**src/rtl/kdf_loader_pkg.sv**
```systemverilog
// Shared definitions for the KDF parameter loader: controller states and
// helpers that size the byte stream and its index counter.
package kdf_loader_pkg;

    typedef enum logic [1:0] {
        ST_LOAD = 2'd0,
        ST_RUN  = 2'd1,
        ST_DONE = 2'd2
    } state_t;

    // Number of bytes in one parameter record (password + salt + count).
    function automatic int nBytes(input int pswWidth, input int saltWidth, input int countWidth);
        return (pswWidth + saltWidth + countWidth) / 8;
    endfunction

    // Width of a counter that must reach n-1; never narrower than one bit.
    function automatic int idxWidth(input int n);
        return (n <= 2) ? 1 : $clog2(n);
    endfunction

endpackage

```
**src/rtl/kdf_param_loader_counter.sv**
```systemverilog
// Wrapping up-counter: counts 0..MAX_VALUE on each enabled cycle, then
// returns to zero. A synchronous clear takes priority over counting.
module kdf_param_loader_counter #(
    parameter int WIDTH     = 4,
    parameter int MAX_VALUE = 15
) (
    input  logic             clk,
    input  logic             cl,
    input  logic             en,
    output logic [WIDTH-1:0] q
);

    localparam logic [WIDTH-1:0] W_MAX = WIDTH'(MAX_VALUE);

    // Advance on enable, wrapping after the terminal value.
    always_ff @(posedge clk) begin
        if (cl) begin
            q <= '0;
        end else if (en) begin
            if (q == W_MAX) begin
                q <= '0;
            end else begin
                q <= q + WIDTH'(1);
            end
        end
    end

endmodule

```
**src/rtl/kdf_param_loader_register.sv**
```systemverilog
// Loadable register with synchronous clear; clear wins over write.
module kdf_param_loader_register #(
    parameter int WIDTH = 128
) (
    input  logic             clk,
    input  logic             cl,
    input  logic             w,
    input  logic [WIDTH-1:0] d,
    output logic [WIDTH-1:0] q
);

    // Hold the value unless cleared or written.
    always_ff @(posedge clk) begin
        if (cl) begin
            q <= '0;
        end else if (w) begin
            q <= d;
        end
    end

endmodule

```
**src/rtl/kdf_param_loader.sv**
```systemverilog
// Collects password/salt/count from a byte stream, releases the KDF core
// while the parameters are held, captures the derived key and presents it
// until the consumer acknowledges it.
module kdf_param_loader
    import kdf_loader_pkg::*;
#(
    parameter int SALT_WIDTH  = 64,
    parameter int COUNT_WIDTH = 32,
    parameter int PSW_WIDTH   = 32
) (
    input  logic                   clk,
    input  logic                   rst,
    input  logic [7:0]             din,
    input  logic                   din_valid,
    output logic                   din_ready,
    output logic [SALT_WIDTH-1:0]  salt,
    output logic [COUNT_WIDTH-1:0] count,
    output logic [PSW_WIDTH-1:0]   user_password,
    output logic                   kdf_rst,
    input  logic                   kdf_end,
    input  logic [127:0]           kdf_key,
    output logic [127:0]           key_out,
    output logic                   key_valid,
    input  logic                   key_ack,
    output logic                   key_err
);

    localparam int N_BYTES = nBytes(PSW_WIDTH, SALT_WIDTH, COUNT_WIDTH);
    localparam int IDX_W   = idxWidth(N_BYTES);
    localparam int TOTAL_W = N_BYTES * 8;

    state_t               r_state;
    logic [TOTAL_W-1:0]   r_shift;
    logic                 r_runFirst;
    logic                 r_keyErr;

    logic [IDX_W-1:0]     w_index;
    logic                 w_accept;
    logic                 w_lastByte;
    logic                 w_countZero;
    logic                 w_capture;
    logic                 w_zeroDone;
    logic                 w_ack;
    logic                 w_keyClear;
    logic                 w_keyWrite;
    logic [127:0]         w_keyData;

    assign w_accept    = din_valid && (r_state == ST_LOAD);
    assign w_lastByte  = w_accept && (w_index == IDX_W'(N_BYTES - 1));
    assign w_countZero = (count == '0);
    assign w_capture   = (r_state == ST_RUN) && !r_runFirst && !w_countZero && kdf_end;
    assign w_zeroDone  = (r_state == ST_RUN) && w_countZero;
    assign w_ack       = (r_state == ST_DONE) && key_ack;
    assign w_keyClear  = rst || w_ack;
    assign w_keyWrite  = w_capture || w_zeroDone;
    assign w_keyData   = w_capture ? kdf_key : '0;

    kdf_param_loader_counter #(
        .WIDTH     (IDX_W),
        .MAX_VALUE (N_BYTES - 1)
    ) u_byteIndex (
        .clk (clk),
        .cl  (rst),
        .en  (w_accept),
        .q   (w_index)
    );

    kdf_param_loader_register #(
        .WIDTH (128)
    ) u_keyReg (
        .clk (clk),
        .cl  (w_keyClear),
        .w   (w_keyWrite),
        .d   (w_keyData),
        .q   (key_out)
    );

    // Controller: shift bytes in, wait for the core, hold the key until acked.
    always_ff @(posedge clk) begin
        if (rst) begin
            r_state    <= ST_LOAD;
            r_shift    <= '0;
            r_runFirst <= 1'b0;
            r_keyErr   <= 1'b0;
        end else begin
            unique case (r_state)
                ST_LOAD: begin
                    if (w_accept) begin
                        r_shift <= {r_shift[TOTAL_W-9:0], din};
                    end
                    if (w_lastByte) begin
                        r_state    <= ST_RUN;
                        r_runFirst <= 1'b1;
                    end
                end
                ST_RUN: begin
                    r_runFirst <= 1'b0;
                    if (w_zeroDone) begin
                        r_keyErr <= 1'b1;
                        r_state  <= ST_DONE;
                    end else if (w_capture) begin
                        r_keyErr <= 1'b0;
                        r_state  <= ST_DONE;
                    end
                end
                ST_DONE: begin
                    if (key_ack) begin
                        r_state  <= ST_LOAD;
                        r_shift  <= '0;
                        r_keyErr <= 1'b0;
                    end
                end
                default: begin
                    r_state <= ST_LOAD;
                end
            endcase
        end
    end

    assign user_password = r_shift[TOTAL_W-1 -: PSW_WIDTH];
    assign salt          = r_shift[COUNT_WIDTH+SALT_WIDTH-1 -: SALT_WIDTH];
    assign count         = r_shift[COUNT_WIDTH-1:0];
    assign din_ready     = (r_state == ST_LOAD);
    assign kdf_rst       = (r_state != ST_RUN);
    assign key_valid     = (r_state == ST_DONE);
    assign key_err       = r_keyErr;

endmodule

```
**config.mk**
```make
export PLATFORM = sky130hd
export DESIGN_NAME = kdf_param_loader
export DESIGN_NICKNAME = d
export VERILOG_FILES = /design/src/rtl/kdf_loader_pkg.sv /design/src/rtl/kdf_param_loader_counter.sv /design/src/rtl/kdf_param_loader_register.sv /design/src/rtl/kdf_param_loader.sv
export SDC_FILE = /design/constraint.sdc
export NUM_CORES = 1
export LEC_CHECK = 0
export CAP_MARGIN = 30
export CORE_AREA = 2 2 154 156
export CTS_BUF_LIST = sky130_fd_sc_hd__clkbuf_4 sky130_fd_sc_hd__clkbuf_8
export DETAILED_ROUTE_END_ITERATION = 10
export DIE_AREA = 0 0 156 158
export PLACE_DENSITY = 0.76
export SLEW_MARGIN = 0
export SYNTH_ARGS = -nofsm -noshare
export SYNTH_HDL_FRONTEND = slang
export SYNTH_SLANG_ARGS = --single-unit
```
**constraint.sdc**
```tcl
create_clock -name clk -period 2.9 [get_ports clk]
set_input_delay 0.29 -clock clk [delete_from_list [all_inputs] [get_ports clk]]
set_output_delay 0.29 -clock clk [all_outputs]
set_load 0.005 [all_outputs]
```
==> parameters.txt <==
Parameter                              Value

CTS
  Number of clock buffers inserted by TritonCTS ... 43
  Clock tree from TritonCTS ... done
  Resized Gates After CTS ... 0
  Clock transition at the registers of the reported paths ... 60 ps
  # Post-CTS Setup Buffers ... 0
  Clock root cell ... sky130_fd_sc_hd__clkbuf_8
  Hold buffer count at CTS ... 0
  Maximum number of buffers from clock root to sink ... 3
  Insertion delay to the later sink of the worst-skew pair ... 550 ps
  CTS sink count ... 264
  Depth of the CTS H-tree ... 2

Floorplan
  # rows ... 56
  # IOs ... 401
  Width of the die ... 156 um
  Starting density of the core ... 0.369
  Vert. Die Dim ... 158 um
  Die Footprint ... 24600 sq um
  Core ar. ... 23100 sq um

Setup path
  Startpoint kind of the worst setup timing path ... flip-flop
  Cell with the biggest individual delay on the critical path ... sky130_fd_sc_hd__nor4_4
  List of cells traversed by the critical path ... nor4_1, nand2_1, nor4_4, o21ai_4, buf_12, a22o_1
  Setup slack of the worst register-to-register path ... 430 ps
  Data required time at the worst endpoint ... 3310 ps
  Number of buffers and inverters on the critical path ... 1
  Largest fanout on the critical path ... 104
  Critical path's largest stage delay ... 510 ps
  Worst path top cell family by delay ... simple AND/OR/NAND/NOR gates
  Worst endpoint data arrival time ... 2890 ps
  Type of the setup path with the least slack ... flip-flop to flip-flop
  Type of element capturing the critical path ... flip-flop

Power
  Leakage component of the power ... 4.98 nW
  Pwr Density ... 548 nW/um^2
  Largest vdd supply drop ... 0.000427 V

Placement
  Port Buffers ... 400
  Routability congestion estimate from global placement ... 0.779
  Dpl hpwl ... 18.9 mm
  Placed insts ... 1396

Logic synthesis
  Number of library cell types mapped by synthesis ... 27
  Sequential element share of the synthesized area ... 0.622
  Yosys warnings ... 0
  Number of storage elements in the synthesis netlist ... 264
  Most frequently used cell type in the post-synthesis netlist ... sky130_fd_sc_hd__dfxtp_1
  Area of the mapped netlist ... 8500 sq um
  Prevailing post-synth register cell ... sky130_fd_sc_hd__dfxtp_1
  Net count of the mapped netlist ... 913
  Fraction of registers with async set or reset after synthesis ... 0
  Synth cell count leaders ... sky130_fd_sc_hd__dfxtp_1 (264), sky130_fd_sc_hd__nor2_1 (133), sky130_fd_sc_hd__a22o_1 (128), sky130_fd_sc_hd__a22oi_1 (128), sky130_fd_sc_hd__clkbuf_1 (37)
  Gate Count Post-Synth ... 771
  Post-synth EDFFs ... 0
  Synth top area cells ... sky130_fd_sc_hd__dfxtp_1 (62%), sky130_fd_sc_hd__a22o_1 (13%), sky130_fd_sc_hd__a22oi_1 (11%), sky130_fd_sc_hd__nor2_1 (5.9%), sky130_fd_sc_hd__clkbuf_1 (1.6%)
  Area share of the largest cell type after synthesis ... 0.622
  Cell type contributing the most total cell area after synthesis ... sky130_fd_sc_hd__dfxtp_1
  Synthesized area per cell ... 11.0 sq um

STA
  Final worst path period share ... 0.853
  Number of setup violations in the final report ... 0
  Number of hold violations in the final report ... 0
  Setup Skew ... 24.0 ps
  Worst Tran Pin Value ... 949 ps
  Fmax ... 0.404 GHz
  Number of max-slew violations in the final report ... 0
  Unrepaired setup endpoints after global routing ... no
  Setup TNS ... 0 ps
  Shortest period the worst path allows ... 2470 ps
  Normalized max-slew margin ... 0.367

Hold path
  Hold/Removal Path Class ... input pin to flip-flop

Route
  Number of violations reported at the end of detailed-routing iteration 0 ... 517
  Average via count per standard cell ... 5.13
  Number of detailed-route iterations in the first pass ... 5
  Routed wire length ... 28.1 mm
  Number of nets still failing antenna checks after routing ... 0
  Average routed wire per standard cell ... 19.1 um
  Total number of vias ... 7560
  DRC violation count after routing ... 0

GRT
  Gr ovfl total ... 0
  Largest net degree at the start of global routing ... 129
  Number of global-route vias before repair ... 7201
  Initial antenna violation count ... 3
  Global-route wire length before repair ... 41.7 mm
  Global-route usage over all layers ... 0.214

Outcome
  Outcome ... finished, final reports clean

Run
  Max-capacitance violation count ... 0

Layout
  Count of inserted antenna diode cells ... 0
  Fraction of layout instances using a drive strength above 1 ... 0.0769
  Filler-free cell count of the finished design ... 1474
  Layout overhead on the synthesized area ... 59.6%
  Number of nets at the end of the flow ... 1293
[registers in the layout (all words and copies together), names as in the netlist]
signal,flops
r_state,2
u_keyReg.q,128
r_shift,128
u_byteIndex.q,4
key_err,1
r_runFirst,1
[final cells by class]
cell class,count,area (sq um)
fill,1929,9490
sequential,264,5290
timing repair buffer,407,4100
multi-input combinational,434,2890
clock buffer,66,821
tap,290,363
clock inverter,12,92.6
inverter,1,3.75
[cells in the final DEF, fill, tap and decap left out, types with 2 or more instances in the layout]
| master | n |
|---|---|
| sky130_fd_sc_hd__clkdlybuf4s50_1 | 399 |
| sky130_fd_sc_hd__dfxtp_1 | 264 |
| sky130_fd_sc_hd__nor2_1 | 133 |
| sky130_fd_sc_hd__a22o_1 | 128 |
| sky130_fd_sc_hd__a22oi_1 | 128 |
| sky130_fd_sc_hd__clkbuf_8 | 52 |
| sky130_fd_sc_hd__clkbuf_4 | 14 |
| sky130_fd_sc_hd__nand2_1 | 9 |
| sky130_fd_sc_hd__nor4_1 | 8 |
| sky130_fd_sc_hd__clkinv_2 | 8 |
| sky130_fd_sc_hd__a21oi_1 | 7 |
| sky130_fd_sc_hd__buf_4 | 4 |
| sky130_fd_sc_hd__buf_12 | 4 |
| sky130_fd_sc_hd__nor2b_1 | 3 |
| sky130_fd_sc_hd__clkinvlp_4 | 3 |
| sky130_fd_sc_hd__nand2b_1 | 2 |
| sky130_fd_sc_hd__xor2_1 | 2 |
| sky130_fd_sc_hd__o21ai_0 | 2 |
[routing by layer]
metal / share of wire / GRT usage
met1: 0.40 / 0.258
met2: 0.48 / 0.347
met3: 0.095 / 0.0816
met4: 0.028 / 0.0791
met5: 0.0015 / 0
[worst min-delay path, delay by kind of cell]
kind / cells / cell delay [ps]
buffers and inverters: 2 / 380
AND/OR/NAND/NOR: 1 / 140
[worst paths after layout]
| check | start | end | depth (start not counted) |
|---|---|---|---|
| max | r_shift[27] | u_keyReg.q[98] | 6 |
| min | rst | r_shift[11] | 3 |
| min reg2reg | r_runFirst | r_runFirst | 2 |
| max reg2reg | r_shift[27] | u_keyReg.q[98] | 6 |
[metrics by stage]
| step | hold WS, ps | total power, W | instance area (sq um) | utilization | setup WS, ps |
|---|---|---|---|---|---|
| 2_1_floorplan | 415 | 0.00391 | 8500 | - | 1100 |
| 3_3_place_gp | 453 | 0.00416 | 12600 | 0.549 | 457 |
| 3_5_place_dp | 463 | 0.00416 | 12600 | 0.549 | 395 |
| 4_1_cts | 278 | 0.00752 | 13600 | 0.588 | 481 |
| 5_1_grt | 313 | 0.00773 | 13600 | 0.588 | 320 |
| 6_report | 304 | 0.00744 | 13600 | 0.588 | 428 |
[where the power goes]
part | internal, W | total [W] | switching [W]
logic | 0.000224 | 0.000421 | 0.000197
registers | 0.00364 | 0.00366 | 0.0000186
clock network | 0.00190 | 0.00335 | 0.00145
total | 0.00577 | 0.00744 | 0.00167
[cell families after synthesis]
| family | Yosys count | synth area share |
|---|---|---|
| flip-flops | 264 | 0.622 |
| multiplexers | 1 | 0.00118 |
| AO/OA/AOI/OAI | 268 | 0.253 |
| buffers and inverters | 73 | 0.0412 |
| XOR/XNOR | 2 | 0.00206 |
| adder cells (fa/ha/maj) | 1 | 0.00147 |
| AND/OR/NAND/NOR | 162 | 0.0795 |
(Power assumes the default switching activity.)
